### config.mk
export PLATFORM = sky130hd
export DESIGN_NAME = vreg_ramp_ctrl
export DESIGN_NICKNAME = d
export VERILOG_FILES = /design/src/rtl/vreg_ramp_ctrl.sv
export SDC_FILE = /design/constraint.sdc
export NUM_CORES = 1
export LEC_CHECK = 0
export CAP_MARGIN = 30
export CORE_ASPECT_RATIO = 0.9
export CORE_UTILIZATION = 55
export CTS_CLUSTER_SIZE = 14
export DETAILED_ROUTE_END_ITERATION = 6
export PLACE_DENSITY = 0.84
export SKIP_LAST_GASP = 1
export SLEW_MARGIN = 20
export SYNTH_ARGS = -nofsm -noshare
export SYNTH_HDL_FRONTEND = slang
export SYNTH_SLANG_ARGS = --single-unit
### constraint.sdc
create_clock -name clk -period 4 [get_ports clk]
set_input_delay 0.8 -clock clk [delete_from_list [all_inputs] [get_ports clk]]
set_output_delay 0.8 -clock clk [all_outputs]
set_load 0.02 [all_outputs]
### src/rtl/vreg_ramp_ctrl.sv
// Manual voltage-regulator ramp sequencer: steps an 8-bit DAC code up/down on Vup/Vdn edges,
// with per-step spacing, limit clamping, low-VDD standby and constant-driver bypass.
module vreg_ramp_ctrl #(
    parameter logic [7:0] V_INIT = 8'd128,
    parameter logic [7:0] V_MIN  = 8'd64,
    parameter logic [7:0] V_MAX  = 8'd200,
    parameter logic [7:0] V_STBY = 8'd32
) (
    input  logic       clk,
    input  logic       reset,
    input  logic       Pwr_mode,
    input  logic       Vup,
    input  logic       Vdn,
    input  logic       v_source_select,
    input  logic [4:0] count,
    input  logic [7:0] rampTime,
    output logic [7:0] v_level,
    output logic       step_up,
    output logic       step_dn,
    output logic       busy,
    output logic       done,
    output logic       sat,
    output logic       cmd_err
);

    typedef enum logic [1:0] {S_IDLE, S_RAMP, S_DONE, S_STBY} state_t;

    state_t     state_q;
    logic       vup_q, vdn_q, dir_q;
    logic [4:0] steps_left_q;
    logic [7:0] period_q, timer_q, v_level_q;
    logic       step_up_q, step_dn_q, busy_q, done_q, sat_q, cmd_err_q;

    logic       up_rise, dn_rise;
    logic [7:0] period_in;
    logic       step_is_up, clamp_d;
    logic [7:0] v_step_d;

    assign up_rise   = Vup & ~vup_q;
    assign dn_rise   = Vdn & ~vdn_q;
    assign period_in = (rampTime == 8'd0) ? 8'd1 : rampTime;

    // Direction of a step taken this cycle: latched in RAMP, freshly decoded on acceptance.
    assign step_is_up = (state_q == S_RAMP) ? dir_q : up_rise;
    assign clamp_d    = step_is_up ? (v_level_q >= V_MAX) : (v_level_q <= V_MIN);
    assign v_step_d   = step_is_up ? (v_level_q + 8'd1) : (v_level_q - 8'd1);

    always_ff @(posedge clk) begin
        if (reset) begin
            state_q      <= S_IDLE;
            vup_q        <= 1'b0;
            vdn_q        <= 1'b0;
            dir_q        <= 1'b0;
            steps_left_q <= 5'd0;
            period_q     <= 8'd0;
            timer_q      <= 8'd0;
            v_level_q    <= V_INIT;
            step_up_q    <= 1'b0;
            step_dn_q    <= 1'b0;
            busy_q       <= 1'b0;
            done_q       <= 1'b0;
            sat_q        <= 1'b0;
            cmd_err_q    <= 1'b0;
        end else begin
            vup_q     <= Vup;
            vdn_q     <= Vdn;
            step_up_q <= 1'b0;
            step_dn_q <= 1'b0;
            done_q    <= 1'b0;
            cmd_err_q <= 1'b0;
            case (state_q)
                S_IDLE: begin
                    busy_q <= 1'b0;
                    if (!Pwr_mode) begin
                        state_q   <= S_STBY;
                        v_level_q <= V_STBY;
                    end else if (!v_source_select) begin
                        state_q <= S_IDLE;
                    end else if (up_rise && dn_rise) begin
                        cmd_err_q <= 1'b1;
                    end else if (up_rise || dn_rise) begin
                        dir_q    <= up_rise;
                        period_q <= period_in;
                        sat_q    <= 1'b0;
                        if (count == 5'd0) begin
                            state_q <= S_DONE;
                            done_q  <= 1'b1;
                        end else begin
                            state_q <= S_RAMP;
                            busy_q  <= 1'b1;
                            // A one-clock period puts the first step on the accepting edge.
                            if (period_in == 8'd1) begin
                                steps_left_q <= count - 5'd1;
                                timer_q      <= period_in;
                                if (clamp_d) begin
                                    sat_q <= 1'b1;
                                end else begin
                                    v_level_q <= v_step_d;
                                    step_up_q <= step_is_up;
                                    step_dn_q <= ~step_is_up;
                                end
                            end else begin
                                steps_left_q <= count;
                                timer_q      <= period_in - 8'd1;
                            end
                        end
                    end
                end
                S_RAMP: begin
                    if (!Pwr_mode) begin
                        state_q   <= S_STBY;
                        v_level_q <= V_STBY;
                        busy_q    <= 1'b0;
                    end else if (!v_source_select) begin
                        state_q <= S_IDLE;
                        busy_q  <= 1'b0;
                    end else begin
                        cmd_err_q <= up_rise | dn_rise;
                        if (steps_left_q == 5'd0) begin
                            state_q <= S_DONE;
                            busy_q  <= 1'b0;
                            done_q  <= 1'b1;
                        end else if (timer_q == 8'd1) begin
                            steps_left_q <= steps_left_q - 5'd1;
                            timer_q      <= period_q;
                            if (clamp_d) begin
                                sat_q <= 1'b1;
                            end else begin
                                v_level_q <= v_step_d;
                                step_up_q <= step_is_up;
                                step_dn_q <= ~step_is_up;
                            end
                        end else begin
                            timer_q <= timer_q - 8'd1;
                        end
                    end
                end
                S_DONE: begin
                    busy_q <= 1'b0;
                    if (!Pwr_mode) begin
                        state_q   <= S_STBY;
                        v_level_q <= V_STBY;
                    end else begin
                        state_q <= S_IDLE;
                    end
                end
                S_STBY: begin
                    busy_q <= 1'b0;
                    if (Pwr_mode) begin
                        state_q   <= S_IDLE;
                        v_level_q <= V_INIT;
                    end else begin
                        v_level_q <= V_STBY;
                    end
                end
                default: begin
                    state_q <= S_IDLE;
                    busy_q  <= 1'b0;
                end
            endcase
        end
    end

    assign v_level = v_level_q;
    assign step_up = step_up_q;
    assign step_dn = step_dn_q;
    assign busy    = busy_q;
    assign done    = done_q;
    assign sat     = sat_q;
    assign cmd_err = cmd_err_q;

endmodule

### Yosys cells after proc, flatten, opt, wreduce, memory -nomap -nowiden

Cells that the tools add are included.
W data, S select, Z words.

* bits in registers: 40
* bits in latches: 0
* bits in writable memories: 0
* bits in read-only memories: 0
* word-level logic and storage cells: 183
* memories: 0

* add/sub/neg operators: 6
* $mul: 0
* divide/modulo/power cells: 0
* magnitude comparators: 2
* eq/ne operators: 28
* shift operators: 0
* mux-type cells: 112
* bitwise logic cells: 7
* reductions and logical operators: 14

Operators by type and width (count)
* $mux W8: 25
* $mux W1: 57
* $mux W5: 10
* $pmux W8 S4: 1
* $sub A8 B1 Y8 const B: 3
* $ne A2 B2 Y1 const B: 11
* $ne A3 B3 Y1 const B: 7
* $mux W2: 10
* $reduce_and A10 Y1: 2
* $reduce_and A9 Y1: 2
* $eq A8 B1 Y1 const B: 2
* $pmux W8 S2: 1
* $logic_not A5 Y1: 2
* $pmux W1 S2: 5
* $pmux W5 S2: 1
* $sub A5 B1 Y5 const B: 2
* $add A8 B1 Y8 const B: 1
* $ge A8 B8 Y1 const B: 1
* $le A8 B7 Y1 const B: 1
* $logic_not A8 Y1: 1
* $ne A4 B4 Y1 const B: 2
* $pmux W2 S4: 1
* $reduce_and A5 Y1: 1
* $eq A2 B2 Y1 const B: 2
* 14 further kinds: 18

### Longest topological paths before layout

* depth in word-level cells: 12
* depth in mapped cells: 10
* mapped depth without buffers: 9

### Least setup slack after synthesis

Ideal clock, no wire load.

* kind: in2reg
* start point: in rampTime[4]
* end point: reg v_level_q[2] (netlist: v_level[2])
* library setup time: 72 ps
* arrival time: 2991 ps
* data required time: 3928 ps
* slack: 937 ps
* stages: 9
* cell sequence: nor4_1 -> a31oi_1 -> inv_1 -> ha_1 -> or3b_2 -> nor3_2 -> a31oi_2 -> o31ai_4 -> mux2i_1

* cells in the longest elaborated chain, start to end: 5

Ends and longest elaborated chain
* from (decl): RTL line 16 `input logic [7:0] rampTime,`
* $logic_not A8 Y1: RTL line 41 `assign period_in = (rampTime == 8'd0) ? 8'd1 : rampTime;`
* $mux W8: RTL line 41
* named net period_in[0]: RTL line 35 `logic [7:0] period_in;`
* $eq A8 B1 Y1: RTL line 92 `if (period_in == 8'd1) begin`
* $ne A3 B3 Y1 (no line)
* $reduce_and A9 Y1 (no line)
* to (signal assigned): RTL line 98 `v_level_q <= v_step_d;`
* to (signal assigned): RTL line 129 `v_level_q <= v_step_d;`
* to (decl): RTL line 31 `logic [7:0] period_q, timer_q, v_level_q;`

The timed path passes the listed nets, and every way through them passes these cells.
A chain may end at the register's enable or synchronous reset.

### Final worst setup path

* start point: in rampTime[2]
* end point: reg v_level_q[3] (netlist: v_level[3])

The elaborated chain is that of the path after synthesis.

==> flow_metrics.env <==
export IMPL_cts_tree="yes"
export IMPL_grt_overflow_total=0
export IMPL_place_area_um2=3200
export IMPL_numCtsBuffers=5
export IMPL_first_global_vias=2554
export IMPL_ant_nets=0
export IMPL_period_minus_slack_ns=3.73
export IMPL_power_switching_mw=0.335
export IMPL_synth_edf_count=0
export IMPL_core_um2=4860
export IMPL_combPwrFrac=0.271
export IMPL_power_density_nw_per_um2=319
export IMPL_r2r_slack_ns=1.21
export IMPL_worst_path_largest_cell_delay_ns=0.55
export IMPL_vias_per_cell=6.23
export IMPL_setup_tns_ns=0
export IMPL_cp_slowest_cell="nor4_1"
export IMPL_power_leakage_nw=1.23
export IMPL_fin_nets=411
export IMPL_skew_ns=0.00636
export IMPL_synth_cells=347
export IMPL_min_path_type="flop to flop"
export IMPL_ir_drop_uv=157
export IMPL_yosys_warnings=0
export IMPL_grt_pass1_wl_um=12300
export IMPL_ys_ff_latch=40
export IMPL_critical_path_cell_chain="clkdlybuf4s50_1 -> nor4_1 -> a31oi_1 -> inv_1 -> ha_1 -> or3b_2 -> nor3_2 -> a31oi_2 -> o31ai_4 -> mux2i_1"
export IMPL_hpwl_um=5360
export IMPL_clk_insertion_delay_late_ns=0.30
export IMPL_postCtsHoldBufs=0
export IMPL_wire_per_inst_um=16.3
export IMPL_setup_violations=0
export IMPL_fin_crit_sh=0.933
export IMPL_initial_core_util=0.577
export IMPL_grt_max_degree=26
export IMPL_worst_slew_pin_slew_ns=0.724
export IMPL_final_common_cell="nor2_1"
export IMPL_start_kind="input pin"
export IMPL_cts_buffer_depth=2
export IMPL_vias=2766
export IMPL_status="finished, final reports clean"
export IMPL_rsz0062_at_grt="false"
export IMPL_antenna_found_initial=0
export IMPL_synth_area_um2=2810
export IMPL_cp_end_kind="flop"
export IMPL_drive_above_1_share=0.0818
export IMPL_drt_first_pass_iters=5
export IMPL_die_area_um2=5390
export IMPL_crit_buf_inv=2
export IMPL_clkTransAtPathRegs_ns=0.08
export IMPL_io_buffers=32
export IMPL_maxCapViolations=0
export IMPL_postCtsSetupRepairBufs=0
export IMPL_route_detailed_drc=0
export IMPL_ios=33
export IMPL_n_antenna_cell=0
export IMPL_drtIter0Drc=236
export IMPL_required_ns=4.23
export IMPL_crit_arrival_ns=3.96
export IMPL_fmax_mhz=268
export IMPL_cp_top_family="simple AND/OR/NAND/NOR gates"
export IMPL_p_sw_frac=0.316
export IMPL_routabilityCongestion=0.924
export IMPL_drv_slew=0
export IMPL_layout_common_cells="nor2_1, dfxtp_1, clkdlybuf4s50_1"
export IMPL_die_w_um=77.3
export IMPL_root_buffer="clkbuf_8"
export IMPL_ys_seq_area_frac=0.285
export IMPL_wl_um=7220
export IMPL_crit_type="input pin to flop"
export IMPL_synthArstFlopShare=0
export IMPL_synth_area_per_cell_um2=8.09
export IMPL_whs_ns=0.524
export IMPL_grtUsageTotal=0.287
export IMPL_p_seq_frac=0.415
export IMPL_path_max_fanout=7
export IMPL_clkSinkCount=40
export IMPL_fin_area_um2=3320
export IMPL_internal_power_mw=0.724
export IMPL_clkPwrFrac=0.314
export IMPL_ys_flop_type="dfxtp_1"
export IMPL_cts_resized_gates=0
export IMPL_synth_distinct_cells=62
export IMPL_hold_violations=0
export IMPL_flow_area_growth_from_synthesis_pct=18.3
export IMPL_num_rows=24
export IMPL_dieHeight_um=69.8
export IMPL_synth_fp_nets=380
export IMPL_htree_levels=2
export IMPL_slew_headroom=0.515
## stage by stage
stage,utilization,total power [mW],setup WS [ns],std cells
4_1_cts,0.681,1.05,0.365,443
3_5_place_dp,0.658,0.727,0.0731,435
6_report,0.682,1.06,0.267,444
2_1_floorplan,-,0.645,0.937,347
3_3_place_gp,0.658,0.722,0.363,435
5_1_grt,0.682,1.11,0.149,444
## power by group through the flow
| stage | Sequential (mW) | Clock, mW | Combinational [mW] |
|---|---|---|---|
| floorplan | 0.446 | 0 | 0.198 |
| global placement | 0.447 | 0 | 0.275 |
| detailed placement | 0.448 | 0 | 0.280 |
| CTS | 0.439 | 0.334 | 0.282 |
| global route | 0.443 | 0.356 | 0.316 |
| finish | 0.440 | 0.332 | 0.287 |
## final timing paths
kind                       to  depth (start not counted)   startpoint
hold reg to reg   period_q[5]                          2  period_q[5]
setup / recovery   v_level[3]                         10  rampTime[2]
hold / removal    period_q[5]                          2  period_q[5]
setup reg to reg   v_level[5]                          9   state_q[1]
## layout make-up
class / count / area [um2]
multi-input combinational: 272 / 1870
fill: 406 / 1550
sequential: 40 / 801
timing repair buffer: 41 / 388
tap: 65 / 81.3
clock buffer: 5 / 68.8
inverter: 18 / 67.6
clock inverter: 3 / 42.5
## worst min-delay path: stages (launching register included)
cell,delay [ns]
dfxtp_1,0.34
mux2i_1,0.08
nor2_1,0.07
## registers in the layout, summed over array words and instances, names as in the netlist
name,cells
step_up,1
period_q,8
sat,1
state_q,2
done,1
steps_left_q,5
busy,1
timer_q,8
v_level,8
vup_q,1
dir_q,1
step_dn,1
cmd_err,1
vdn_q,1
## cell usage after synthesis (3+ instances only)
master,n,area share
nor4_1,6,0.013
mux2i_1,14,0.050
xor2_1,9,0.028
a211oi_1,8,0.021
o31ai_1,3,0.0080
nand2b_1,8,0.018
dfxtp_1,40,0.29
nor3b_1,3,0.0080
nor3_1,14,0.025
buf_2,6,0.011
or3_1,9,0.020
clkbuf_1,10,0.013
nand2_1,27,0.036
nor2_1,43,0.058
o211ai_1,5,0.013
xnor2_1,8,0.025
nand3_1,8,0.014
a21oi_1,16,0.029
o21ai_0,16,0.029
nor2b_1,4,0.0089
nand4_1,3,0.0067
inv_1,18,0.024
a311oi_1,7,0.022
ha_1,13,0.058
## kinds of logic (layout without fill, tap and decap cells)
| kind of cell | Yosys count | in the layout | share of synthesized area |
|---|---|---|---|
| simple gates | 139 | 139 | 0.252 |
| compound gates | 86 | 86 | 0.230 |
| flops | 40 | 40 | 0.285 |
| buf+inv | 35 | 67 | 0.0499 |
| xor+xnor | 18 | 18 | 0.0629 |
| mux | 15 | 15 | 0.0548 |
| fa+ha+maj | 14 | 14 | 0.0651 |
## layer usage
metal	up-vias	track usage	wire length (um)
li1	1328	-	-
met1	1281	0.393	3050
met2	148	0.459	3450
met3	9	0.0487	618
met4	0	0.0860	104
met5	-	0	0
(Power assumes the default switching activity.)
